$ cat config.mk
export PLATFORM = sky130hd
export DESIGN_NAME = bus_sequencer
export DESIGN_NICKNAME = d
export VERILOG_FILES = /design/src/rtl/proc_pkg.sv /design/src/rtl/instr_decode.sv /design/src/rtl/bus_sequencer.sv
export SDC_FILE = /design/constraint.sdc
export NUM_CORES = 1
export LEC_CHECK = 0
export BUFFER_PORTS_ARGS = -buffer_cell sky130_fd_sc_hd__buf_2
export CAP_MARGIN = 20
export CELL_PAD_IN_SITES_DETAIL_PLACEMENT = 1
export CELL_PAD_IN_SITES_GLOBAL_PLACEMENT = 1
export CORE_MARGIN = 2
export CORE_UTILIZATION = 35
export CTS_CLUSTER_DIAMETER = 40
export DETAILED_ROUTE_END_ITERATION = 8
export PLACE_DENSITY = 0.79
export SKIP_CTS_REPAIR_TIMING = 1
export SYNTH_ARGS = -nofsm -noshare
export SYNTH_HDL_FRONTEND = slang
export SYNTH_SLANG_ARGS = --single-unit
export TNS_END_PERCENT = 20
$ cat constraint.sdc
create_clock -name clk_i -period 2.45 [get_ports clk_i]
set_clock_uncertainty 0.15 [all_clocks]
set_input_delay 0.3675 -clock clk_i [delete_from_list [all_inputs] [get_ports clk_i]]
set_output_delay 0.3675 -clock clk_i [all_outputs]
set_load 0.05 [all_outputs]
$ cat src/rtl/proc_pkg.sv
// Shared encodings for the downsampling processor control path: opcodes, B-bus sources,
// C-bus write-enable indices, ALU operations and sequencer states.
package proc_pkg;

  localparam logic [3:0] OpNop   = 4'h0;
  localparam logic [3:0] OpLdac  = 4'h1;
  localparam logic [3:0] OpStac  = 4'h2;
  localparam logic [3:0] OpAdd   = 4'h3;
  localparam logic [3:0] OpSub   = 4'h4;
  localparam logic [3:0] OpInc   = 4'h5;
  localparam logic [3:0] OpLoad  = 4'h6;
  localparam logic [3:0] OpStore = 4'h7;
  localparam logic [3:0] OpJmpz  = 4'h8;
  localparam logic [3:0] OpJmp   = 4'h9;
  localparam logic [3:0] OpEnd   = 4'hF;

  localparam logic [3:0] BNone = 4'd0;
  localparam logic [3:0] BMdr  = 4'd1;
  localparam logic [3:0] BPc   = 4'd2;
  localparam logic [3:0] BMbru = 4'd3;
  localparam logic [3:0] BL    = 4'd4;
  localparam logic [3:0] BC1   = 4'd5;
  localparam logic [3:0] BC2   = 4'd6;
  localparam logic [3:0] BC3   = 4'd7;
  localparam logic [3:0] BT    = 4'd8;
  localparam logic [3:0] BE    = 4'd9;

  // Bits 1-9 of c_we share numbering with the B-bus codes.
  localparam int unsigned NumWe = 10;
  localparam logic [3:0] CweAc   = 4'd0;
  localparam logic [3:0] CweMdr  = 4'd1;
  localparam logic [3:0] CwePc   = 4'd2;
  localparam logic [3:0] CweMbru = 4'd3;

  localparam logic [2:0] AluPass = 3'd0;
  localparam logic [2:0] AluAdd  = 3'd1;
  localparam logic [2:0] AluSub  = 3'd2;
  localparam logic [2:0] AluInc  = 3'd3;

  localparam logic [2:0] StIdle   = 3'd0;
  localparam logic [2:0] StFetch  = 3'd1;
  localparam logic [2:0] StDecode = 3'd2;
  localparam logic [2:0] StExec   = 3'd3;
  localparam logic [2:0] StOpnd   = 3'd4;
  localparam logic [2:0] StMem    = 3'd5;
  localparam logic [2:0] StHalt   = 3'd6;

  typedef enum logic [3:0] {
    ClsNop, ClsLdac, ClsStac, ClsAdd, ClsSub, ClsInc,
    ClsLoad, ClsStore, ClsJmpz, ClsJmp, ClsEnd, ClsIllegal
  } instr_class_e;

  function automatic logic [NumWe-1:0] we_onehot(input logic [3:0] idx);
    for (int i = 0; i < NumWe; i++) begin
      we_onehot[i] = (idx == 4'(i));
    end
  endfunction

endpackage

$ cat src/rtl/instr_decode.sv
// Combinational instruction decoder: classifies IR and supplies the EXEC-cycle control fields.
module instr_decode
  import proc_pkg::*;
(
  input  logic [7:0]   ir_i,
  output instr_class_e cls_o,
  output logic         illegal_o,
  output logic [3:0]   b_sel_o,
  output logic [2:0]   alu_op_o,
  output logic         we_en_o,
  output logic [3:0]   we_idx_o
);

  logic [3:0] op;
  logic [3:0] r;
  logic       r_ok;
  logic       r_zero;

  assign op     = ir_i[7:4];
  assign r      = ir_i[3:0];
  assign r_ok   = (r >= 4'd1) && (r <= 4'd9);
  assign r_zero = (r == 4'd0);

  always_comb begin
    cls_o    = ClsIllegal;
    b_sel_o  = BNone;
    alu_op_o = AluPass;
    we_en_o  = 1'b0;
    we_idx_o = CweAc;
    case (op)
      OpNop:   if (r_zero) cls_o = ClsNop;
      OpLdac:  if (r_ok) begin
        cls_o    = ClsLdac;
        b_sel_o  = r;
        we_en_o  = 1'b1;
        we_idx_o = CweAc;
      end
      OpStac:  if (r_ok) begin
        cls_o    = ClsStac;
        we_en_o  = 1'b1;
        we_idx_o = r;
      end
      OpAdd:   if (r_ok) begin
        cls_o    = ClsAdd;
        b_sel_o  = r;
        alu_op_o = AluAdd;
        we_en_o  = 1'b1;
        we_idx_o = CweAc;
      end
      OpSub:   if (r_ok) begin
        cls_o    = ClsSub;
        b_sel_o  = r;
        alu_op_o = AluSub;
        we_en_o  = 1'b1;
        we_idx_o = CweAc;
      end
      OpInc:   if (r_ok) begin
        cls_o    = ClsInc;
        b_sel_o  = r;
        alu_op_o = AluInc;
        we_en_o  = 1'b1;
        we_idx_o = r;
      end
      OpLoad:  if (r_zero) cls_o = ClsLoad;
      OpStore: if (r_zero) cls_o = ClsStore;
      // Jumps move MBRU into PC; the FSM gates the write on z_flag for JMPZ.
      OpJmpz:  if (r_zero) begin
        cls_o    = ClsJmpz;
        b_sel_o  = BMbru;
        we_en_o  = 1'b1;
        we_idx_o = CwePc;
      end
      OpJmp:   if (r_zero) begin
        cls_o    = ClsJmp;
        b_sel_o  = BMbru;
        we_en_o  = 1'b1;
        we_idx_o = CwePc;
      end
      OpEnd:   if (r_zero) cls_o = ClsEnd;
      default: ;
    endcase
    illegal_o = (cls_o == ClsIllegal);
  end

endmodule

$ cat src/rtl/bus_sequencer.sv
// Micro-sequencer: fetches, decodes and sequences instructions over the shared B bus,
// driving the register write enables, ALU op and memory request handshakes.
module bus_sequencer
  import proc_pkg::*;
(
  input  logic             clk_i,
  input  logic             rst_ni,
  input  logic             start_i,
  output logic             im_rd_o,
  input  logic             im_ack_i,
  input  logic [7:0]       im_data_i,
  output logic             dm_rd_o,
  output logic             dm_wr_o,
  input  logic             dm_ack_i,
  input  logic             z_flag_i,
  output logic [3:0]       b_bus_ctrl_o,
  output logic [NumWe-1:0] c_we_o,
  output logic [2:0]       alu_op_o,
  output logic             pc_inc_o,
  output logic             busy_o,
  output logic             done_o,
  output logic             err_o
);

  logic [2:0]   state_q, state_d;
  logic [7:0]   ir_q, ir_d;
  logic         im_ack_ok, dm_ack_ok;

  instr_class_e dec_cls;
  logic         dec_illegal;
  logic [3:0]   dec_b_sel;
  logic [2:0]   dec_alu_op;
  logic         dec_we_en;
  logic [3:0]   dec_we_idx;

  instr_decode u_instr_decode (
    .ir_i      (ir_q),
    .cls_o     (dec_cls),
    .illegal_o (dec_illegal),
    .b_sel_o   (dec_b_sel),
    .alu_op_o  (dec_alu_op),
    .we_en_o   (dec_we_en),
    .we_idx_o  (dec_we_idx)
  );

  // Ack-cycle strobes are suppressed while reset is asserted so nothing is written back.
  assign im_ack_ok = im_ack_i & rst_ni;
  assign dm_ack_ok = dm_ack_i & rst_ni;

  always_ff @(posedge clk_i) begin
    if (!rst_ni) begin
      state_q <= StIdle;
      ir_q    <= 8'h00;
    end else begin
      state_q <= state_d;
      ir_q    <= ir_d;
    end
  end

  always_comb begin
    state_d      = state_q;
    ir_d         = ir_q;
    im_rd_o      = 1'b0;
    dm_rd_o      = 1'b0;
    dm_wr_o      = 1'b0;
    b_bus_ctrl_o = BNone;
    c_we_o       = '0;
    alu_op_o     = AluPass;
    pc_inc_o     = 1'b0;
    done_o       = 1'b0;
    err_o        = 1'b0;
    unique case (state_q)
      StIdle: begin
        if (start_i) state_d = StFetch;
      end
      StFetch: begin
        im_rd_o = 1'b1;
        if (im_ack_ok) begin
          ir_d     = im_data_i;
          pc_inc_o = 1'b1;
          state_d  = StDecode;
        end
      end
      StDecode: begin
        if (dec_illegal || dec_cls == ClsEnd) begin
          state_d = StHalt;
        end else if (dec_cls == ClsLoad || dec_cls == ClsStore) begin
          state_d = StMem;
        end else if (dec_cls == ClsJmp || dec_cls == ClsJmpz) begin
          state_d = StOpnd;
        end else begin
          state_d = StExec;
        end
      end
      StExec: begin
        b_bus_ctrl_o = dec_b_sel;
        alu_op_o     = dec_alu_op;
        if (dec_we_en && (dec_cls != ClsJmpz || z_flag_i)) begin
          c_we_o = we_onehot(dec_we_idx);
        end
        state_d = StFetch;
      end
      StOpnd: begin
        im_rd_o = 1'b1;
        if (im_ack_ok) begin
          c_we_o   = we_onehot(CweMbru);
          pc_inc_o = 1'b1;
          state_d  = StExec;
        end
      end
      StMem: begin
        dm_rd_o = (dec_cls == ClsLoad);
        dm_wr_o = (dec_cls == ClsStore);
        if (dm_ack_ok) begin
          if (dec_cls == ClsLoad) c_we_o = we_onehot(CweMdr);
          state_d = StFetch;
        end
      end
      StHalt: begin
        // IR still holds the byte that halted us, so done/err need no extra state.
        done_o = (dec_cls == ClsEnd);
        err_o  = (dec_cls != ClsEnd);
        if (start_i) state_d = StFetch;
      end
      default: state_d = StIdle;
    endcase
    busy_o = (state_q != StIdle) && (state_q != StHalt);
  end

endmodule

==> results.cfg, run 1 <==
[run_status]
status = complete, but fails checks
violations = negative setup slack

[global_routing]
grt_pass1_vias = 1337
grt_max_degree = 17
grt_pass1_wl_um = 6465
track_usage_pct = 20.18
antenna_found_initial = 0
grt_overflow = 0

[logic_synthesis]
synth.net_count = 182
post-synth-top-count-cell = nand2_1
syn_area_sq_mm = 0.001191
yosys_register_bits = 11
netlist_instances = 168
synth_warnings = 0
synth_ff_type = dfxtp_1
post_synth_num_cell_types = 52
yosysTopAreaCellShare_pct = 18.49
netlist_top_cells_area = dfxtp_1, nand2_1, o21ai_0
synth_edf_count = 0
seq_area_frac_synth_pct = 18.49
synthTopCellsByCount = nand2_1, nor2_1, o21ai_0
async_flop_share_pct = 0
yosysTopAreaCell = dfxtp_1
synth.avg_cell_area_sq_um = 7.090

[timing]
period_share_pct = 104.1
fmax_ghz = 0.3921
worst_hold_slack_ns = 0.1426
slew_headroom_pct = 58.27
grt_setup_unrepaired = true
setup_ws_ns = -0.1002
fin_crit_ns = 2.550
setup_violations = 3
worst_slew_pin_slew_ns = 0.6101
drv_slew = 0
finalSetupTns_ns = -0.1550
final_hold_viol_count = 0

[setup_path]
regToRegSetupSlack_ns = 0.42
slowest_delay_ns = 0.62
crit_chain = or4_4 -> nor2_8 -> o21ai_4 -> a2111oi_4 -> buf_6
cp_max_fo = 7
crit_path_end_kind = output port
slowest_stage = or4_4
crit_arrival_ns = 2.03
path_class = flip-flop to output port
crit_buf_inv = 1
cp_data_required_time_ns = 1.93
start_kind = flip-flop
path_delay_family = simple AND/OR/NAND/NOR gates

[route]
drt_iter0_drc = 95
vias = 1371
routed_via_density = 5.376
drt-pass1-iter-count = 4
drc_errors = 0
finalWirelength_um = 3988
wl_per_cell_um = 15.64
antenna_left = 0

[placement]
dpl.hpwl_um = 3087
place.gp.congestion = 0.8538
pre_cts_slack_ns = 0.06975
placed_area_sq_mm = 0.001476
io_buffer_count = 36

[die]
start_util_pct = 35.98
ios = 38
row_count = 21
coreArea_sq_mm = 0.003311
die_x_um = 62.34
dieHeight_um = 62.34
fp.dieArea_sq_mm = 0.003886

[pwr]
internal_power_mw = 0.5906
comb_power_share_pct = 68.9
irDropWorstVdd_v = 0.0002784
leakagePower_nw = 0.6315
net-switching-power_mw = 0.6505
clockPowerShare_pct = 9.9
power_density_mw_per_mm2 = 785.4
sw_frac_of_total_pct = 52.42
power_frac_seq_pct = 21.3

[run]
cap_violations = 0

[cts]
cts.sinks = 11
insertion_delay_ns = 0.27
htreeDepth = 1
cts_tree = done
cts_buffers = 3
clk_pin_slew_worst_paths_ns = 0.07
cts.path.max_buffers = 2
cts_root_buf = clkbuf_4

[final_layout]
fillers = 447
postLayoutCellArea_sq_mm = 0.001580
area_growth_pct = 32.67
nets = 224
drive_gt1_share_pct = 39.71
antenna_cells = 0

[worst_hold_path]
hold_path.class = input port to flip-flop
==> cells by family (layout without fill, tap and decap cells) <==
logic type	Yosys count	after routing	synth area share, %
buf+inv	19	60	8.403
simple gates	96	96	46.53
other cells	1	1	0.3148
xor+xnor	1	1	0.7354
mux	2	2	1.786
flops	11	11	18.49
compound gates	38	38	23.74
==> worst min-delay path: cells and delay by family <==
kind            cells  cell delay (ns)
simple gates        1             0.03
compound gates      1             0.05
buf+inv             1             0.07
==> metrics by stage <==
stage                     power (mW)  utilization, %  cells
after global placement         1.058           44.60    251
after global routing           1.330           47.73    255
final                          1.241           47.73    255
after CTS                      1.228           45.39    255
after detailed placement       1.099           44.60    251
after floorplan               0.8919               -    168
==> sequential cells by signal, indices dropped and copies added, names as in the netlist <==
register	flops
ir_q	8
state_q	3
==> layout by cell type, fill, tap and decap left out, types with 3 or more instances in the layout <==
master    instances
buf_4            22
nor2_1           15
or2_2             4
clkbuf_4          4
a31oi_1           3
o21ai_1           3
nand3b_1          3
nor3_1            9
nand2_1          24
inv_1             4
buf_2            24
o21ai_0          11
nor3_2            3
nor2b_1           5
dfxtp_1           8
nor4_2            4
nand3_1           4
dfxtp_2           3
buf_6             5
or3_1             3
a21oi_1           6
nor4_1            3
==> final timing paths <==
| check | start | endpoint | depth (start not counted) |
|---|---|---|---|
| max | ir_q[1]$_SDFFE_PN0P_ | c_we_o[2] | 5 |
| min | im_data_i[3] | ir_q[3]$_SDFFE_PN0P_ | 3 |
| max reg2reg | ir_q[5]$_SDFFE_PN0P_ | state_q[2]$_SDFFE_PN0P_ | 5 |
| min reg2reg | ir_q[3]$_SDFFE_PN0P_ | ir_q[3]$_SDFFE_PN0P_ | 2 |
==> area by class of cell <==
class	count	area (sq um)	share of cell area, %
Tap cell	46	57.56	3.642
Timing Repair Buffer	52	349.1	22.09
Inverter	4	15.01	0.9501
Sequential cell	11	224.0	14.17
Clock buffer	4	26.28	1.663
Multi-Input combinational cell	138	908.4	57.48
==> per-layer routing <==
metal | global-route usage (%) | wire length, um
met5 | 0 | 0
met2 | 35.19 | 2093
met1 | 25.94 | 1721
met3 | 2.536 | 125
met4 | 6.111 | 46
==> power by group through the flow <==
| stage | clock network (mW) | logic [mW] | registers, mW |
|---|---|---|---|
| 2_1_floorplan | 0 | 0.647 | 0.245 |
| 3_3_place_gp | 0 | 0.801 | 0.257 |
| 3_5_place_dp | 0 | 0.835 | 0.264 |
| 4_1_cts | 0.128 | 0.840 | 0.260 |
| 5_1_grt | 0.133 | 0.925 | 0.272 |
| 6_report | 0.122 | 0.855 | 0.264 |
No activity file was read; power rests on OpenSTA's default activity.
==> run 2, diff against run 1 <==
- CORE_ASPECT_RATIO: not set -> 0.8
==> run 2 against run 1 <==
The flow still finishes with violations (negative setup slack). Clock power increased by 47%. Wire length is 3.8% higher. Critical path depth stayed put. Hold slack better by 0.041 ns. Highest routed layer unchanged.
==> results.cfg, run 2 (synthesized netlist as in run 1, its figures left out) <==
[pwr]
clockPowerShare_pct = 13.2
irDropWorstVdd_v = 0.0005768
finalPower_mw = 1.358
comb_power_share_pct = 67.1
leakagePower_nw = 0.6709
power_frac_seq_pct = 19.8
net-switching-power_mw = 0.6683
sw_frac_of_total_pct = 49.22
power_density_mw_per_mm2 = 825.3
internal_power_mw = 0.6896

[cts]
cts_buffers = 3
cts.sinks = 11
clk_pin_slew_worst_paths_ns = 0.05
cts_root_buf = clkbuf_8
cts_tree = done
htreeDepth = 1
insertion_delay_ns = 0.24
cts.path.max_buffers = 2

[final_layout]
final_util_pct = 51.81
drive_gt1_share_pct = 42.59
final_cell_mix = buf_2, buf_4, nand2_1, nor2_1, o21ai_0
largest_reg_flops = 8
largestRegisters = ir_q x8, state_q x3
area_growth_pct = 38.13
antenna_cells = 0
nets = 231
fin_cells = 256
postLayoutCellArea_sq_mm = 0.001645
top_register = ir_q

[timing]
slew_headroom_pct = 56.21
grt_setup_unrepaired = true
setup_ws_ns = -0.02742
fin_crit_ns = 2.477
worst_slew_pin_slew_ns = 0.6403
fmax_ghz = 0.4036
period_share_pct = 101.1
setup_violations = 4
drv_slew = 0
final_hold_viol_count = 0

[global_routing]
grt_pass1_wl_um = 7017
grt_overflow = 0
antenna_found_initial = 0
grt_max_degree = 17
track_usage_pct = 21.73
grt_pass1_vias = 1428

[placement]
dp_cells = 249
io_buffer_count = 36
dpl.hpwl_um = 3324
place.gp.congestion = 0.8730
placed_area_sq_mm = 0.001499
pre_cts_slack_ns = 0.04604

[die]
die_x_um = 69.23
dieHeight_um = 56.18
coreArea_sq_mm = 0.003176
fp.dieArea_sq_mm = 0.003889
row_count = 18
start_util_pct = 37.51
ios = 38

[route]
vias = 1424
routed_via_density = 5.563
wl_per_cell_um = 16.16
drc_errors = 0
drt-pass1-iter-count = 4
finalWirelength_um = 4138
antenna_left = 0
drt_iter0_drc = 80

[setup_path]
crit_arrival_ns = 1.96
start_kind = flip-flop
path_class = flip-flop to output port
crit_path_end_kind = output port
cp_data_required_time_ns = 1.93
cp_max_fo = 6

[run_status]
status = complete, but fails checks
violations = negative setup slack

[run]
cap_violations = 0

[worst_hold_path]
hold_path.class = input port to flip-flop
run 2: cell count changes in the layout (fill, tap and decap cells not counted), moves of 2 or more:
cell,previous run,this run
clkbuf_8,0,3
buf_2,24,26
buf_6,5,3
buf_4,22,26
run 2: stage by stage:
stage                     hold WS [ns]  TNS (ns)
final                           0.1833  -0.06366
after global routing            0.2018   -0.7142
after CTS                       0.1817    -1.097
after detailed placement        0.4077         0
after global placement          0.3861         0
after floorplan                 0.3261    -1.639
run 2: cell type report:
class                      instances  area (sq um)
tap                               40         50.05
multi-input combinational        138         923.4
clock buffer                       4         45.04
sequential                        11         222.7
fill                             414          1530
inverter                           4         15.01
timing repair buffer              59         389.1
run 2: power by group through the flow:
stage	sequential [mW]	combinational, mW	clock (mW)
finish	0.269	0.911	0.179
detailed placement	0.266	0.866	0
global route	0.277	0.995	0.193
global placement	0.258	0.848	0
CTS	0.262	0.869	0.184
floorplan	0.245	0.647	0
run 2: final timing paths:
check	startpoint	to	slack (ns)	depth (start not counted)
setup reg to reg	ir_q[6]$_SDFFE_PN0P_	state_q[2]$_SDFFE_PN0P_	0.36	5
hold reg to reg	ir_q[6]$_SDFFE_PN0P_	ir_q[6]$_SDFFE_PN0P_	0.38	2
setup / recovery	ir_q[1]$_SDFFE_PN0P_	c_we_o[2]	-0.03	5
hold / removal	im_data_i[7]	ir_q[7]$_SDFFE_PN0P_	0.18	3
run 2: routing by layer:
| layer | track usage [%] | wire (um) | vias up |
|---|---|---|---|
| li1 | - | - | 704 |
| met1 | 31.20 | 2053 | 685 |
| met2 | 35.30 | 1922 | 33 |
| met3 | 2.174 | 137 | 2 |
| met4 | 4.202 | 24 | 0 |
| met5 | 0 | 0 | - |
run 2: critical path, stage by stage (launching register included):
cell       delay [ns]
dfxtp_2          0.32
or4_4            0.61
o2111ai_2        0.14
nand3_4          0.12
a2111oi_4        0.32
buf_6            0.20
==> run 3, diff against run 2 <==
- BUFFER_PORTS_ARGS: -buffer_cell sky130_fd_sc_hd__buf_2 -> -buffer_cell sky130_fd_sc_hd__clkbuf_2
==> run 3 against run 2 <==
The run still ends with negative setup slack left. Register-to-register slack better by 0.13 ns. Sequential power up 3%. Combinational power down 1%. Count of clock-buffer cells in the layout unchanged. Final cell count up 0.78%. Maximum frequency down 0.38%. Design area up 1.1%. Total power down 0.18%. Clock power about the same. Worst setup slack worse by 0.0095 ns. Sequential share of layout area about the same. Via count up 0.70%.
==> results.cfg, run 3 (synthesized netlist as in run 1, its figures left out) <==
[final_layout]
top_register = ir_q
drive_gt1_share_pct = 43.58
fillers = 412
largestRegisters = ir_q x8, state_q x3
largest_reg_flops = 8
final_cell_mix = buf_4, nand2_1, clkbuf_2, nor2_1, o21ai_0
final_common_cell = buf_4
nets = 233
area_growth_pct = 39.60
antenna_cells = 0

[timing]
final_hold_viol_count = 0
setup_violations = 1
setup_ws_ns = -0.03691
worst_slew_pin_slew_ns = 0.5264
period_share_pct = 101.5
fin_crit_ns = 2.487
fmax_ghz = 0.4021
drv_slew = 0
slew_headroom_pct = 64.00
grt_setup_unrepaired = true

[pwr]
sw_frac_of_total_pct = 49.76
finalPower_mw = 1.355
irDropWorstVdd_v = 0.0003908
leakagePower_nw = 0.6754
power_frac_seq_pct = 20.4
power_density_mw_per_mm2 = 815.2
comb_power_share_pct = 66.4
clockPowerShare_pct = 13.2
net-switching-power_mw = 0.6745
internal_power_mw = 0.6810

[route]
wl_per_cell_um = 16.09
drt-pass1-iter-count = 4
antenna_left = 0
vias = 1434
routed_via_density = 5.558
drt_iter0_drc = 57
finalWirelength_um = 4152
drc_errors = 0

[worst_hold_path]
hold_path.class = input port to flip-flop

[placement]
place.gp.congestion = 0.8897
io_buffer_count = 36
dpl.hpwl_um = 3483
pre_cts_slack_ns = 0.01732

[global_routing]
grt_max_degree = 17
grt_overflow = 0
grt_use_met2_pct = 36.26
grt_pass1_vias = 1392
grt_pass1_wl_um = 6672
met1_usage_pct = 27.86
track_usage_pct = 20.80
grt-busiest-layer = met2
met3_usage_pct = 1.993
antenna_found_initial = 0

[setup_path]
start_kind = flip-flop
cp_max_fo = 7
cp_data_required_time_ns = 1.93
crit_path_end_kind = output port
crit_arrival_ns = 1.97
path_class = flip-flop to output port

[cts]
insertion_delay_ns = 0.23
cts.path.max_buffers = 2
clk_pin_slew_worst_paths_ns = 0.05
cts_tree = done
cts_root_buf = clkbuf_8
htreeDepth = 1
cts.sinks = 11
cts_buffers = 3

[die]
coreArea_sq_mm = 0.003176
die_x_um = 69.23
ios = 38
start_util_pct = 37.51
row_count = 18
fp.dieArea_sq_mm = 0.003889
dieHeight_um = 56.18

[run_status]
status = complete, but fails checks
violations = negative setup slack

[run]
cap_violations = 0
## run 3: cell types whose count changed in the layout (fill, tap and decap cells not counted), sizes merged
cell / before / now
buf: 55 / 34
clkbuf: 8 / 31
## run 3: through the flow
step | util (%) | hold WS (ns) | setup TNS [ns] | instances | cell area (sq um)
final | 52.36 | 0.1830 | -0.03691 | 258 | 1663
after global routing | 52.36 | 0.2034 | -0.3782 | 258 | 1663
after CTS | 49.33 | 0.1859 | -1.345 | 256 | 1567
after detailed placement | 47.91 | 0.3880 | 0 | 252 | 1521
after global placement | 47.91 | 0.3621 | 0 | 252 | 1521
after floorplan | - | 0.3261 | -1.639 | 168 | 1204
## run 3: final cells by class
cell class | instances | area [sq um] | area share, %
Multi-Input combinational cell | 138 | 924.6 | 55.61
Sequential cell | 11 | 225.2 | 13.54
Timing Repair Buffer | 61 | 402.9 | 24.23
Tap cell | 40 | 50.05 | 3.010
Inverter | 4 | 15.01 | 0.9029
Clock buffer | 4 | 45.04 | 2.709
## run 3: path summary, 6_finish.rpt
| kind | from | end | slack (ns) | cells past startpoint |
|---|---|---|---|---|
| hold / removal | im_data_i[7] | ir_q[7]$_SDFFE_PN0P_ | 0.18 | 3 |
| setup / recovery | ir_q[2]$_SDFFE_PN0P_ | c_we_o[2] | -0.04 | 5 |
| setup reg to reg | ir_q[5]$_SDFFE_PN0P_ | state_q[2]$_SDFFE_PN0P_ | 0.49 | 5 |
| hold reg to reg | ir_q[5]$_SDFFE_PN0P_ | ir_q[5]$_SDFFE_PN0P_ | 0.36 | 2 |
## run 3: power groups by stage
stage / Sequential [mW] / Clock (mW) / Combinational (mW)
2_1_floorplan: 0.245 / 0 / 0.647
3_3_place_gp: 0.263 / 0 / 0.830
3_5_place_dp: 0.271 / 0 / 0.862
4_1_cts: 0.267 / 0.185 / 0.866
5_1_grt: 0.284 / 0.195 / 0.975
6_report: 0.277 / 0.179 / 0.900
## run 3: layer usage
layer / wire (um) / up-vias
met5: 0 / -
met4: 14 / 0
met2: 2089 / 27
li1: - / 706
met3: 111 / 2
met1: 1936 / 699
## run 3: critical path, cell delays in order (launching register included)
cell and delay (ns):
dfxtp_1 0.31, or4_4 0.62, buf_4 0.17, nor3_1 0.34
a2111oi_4 0.13, buf_6 0.17
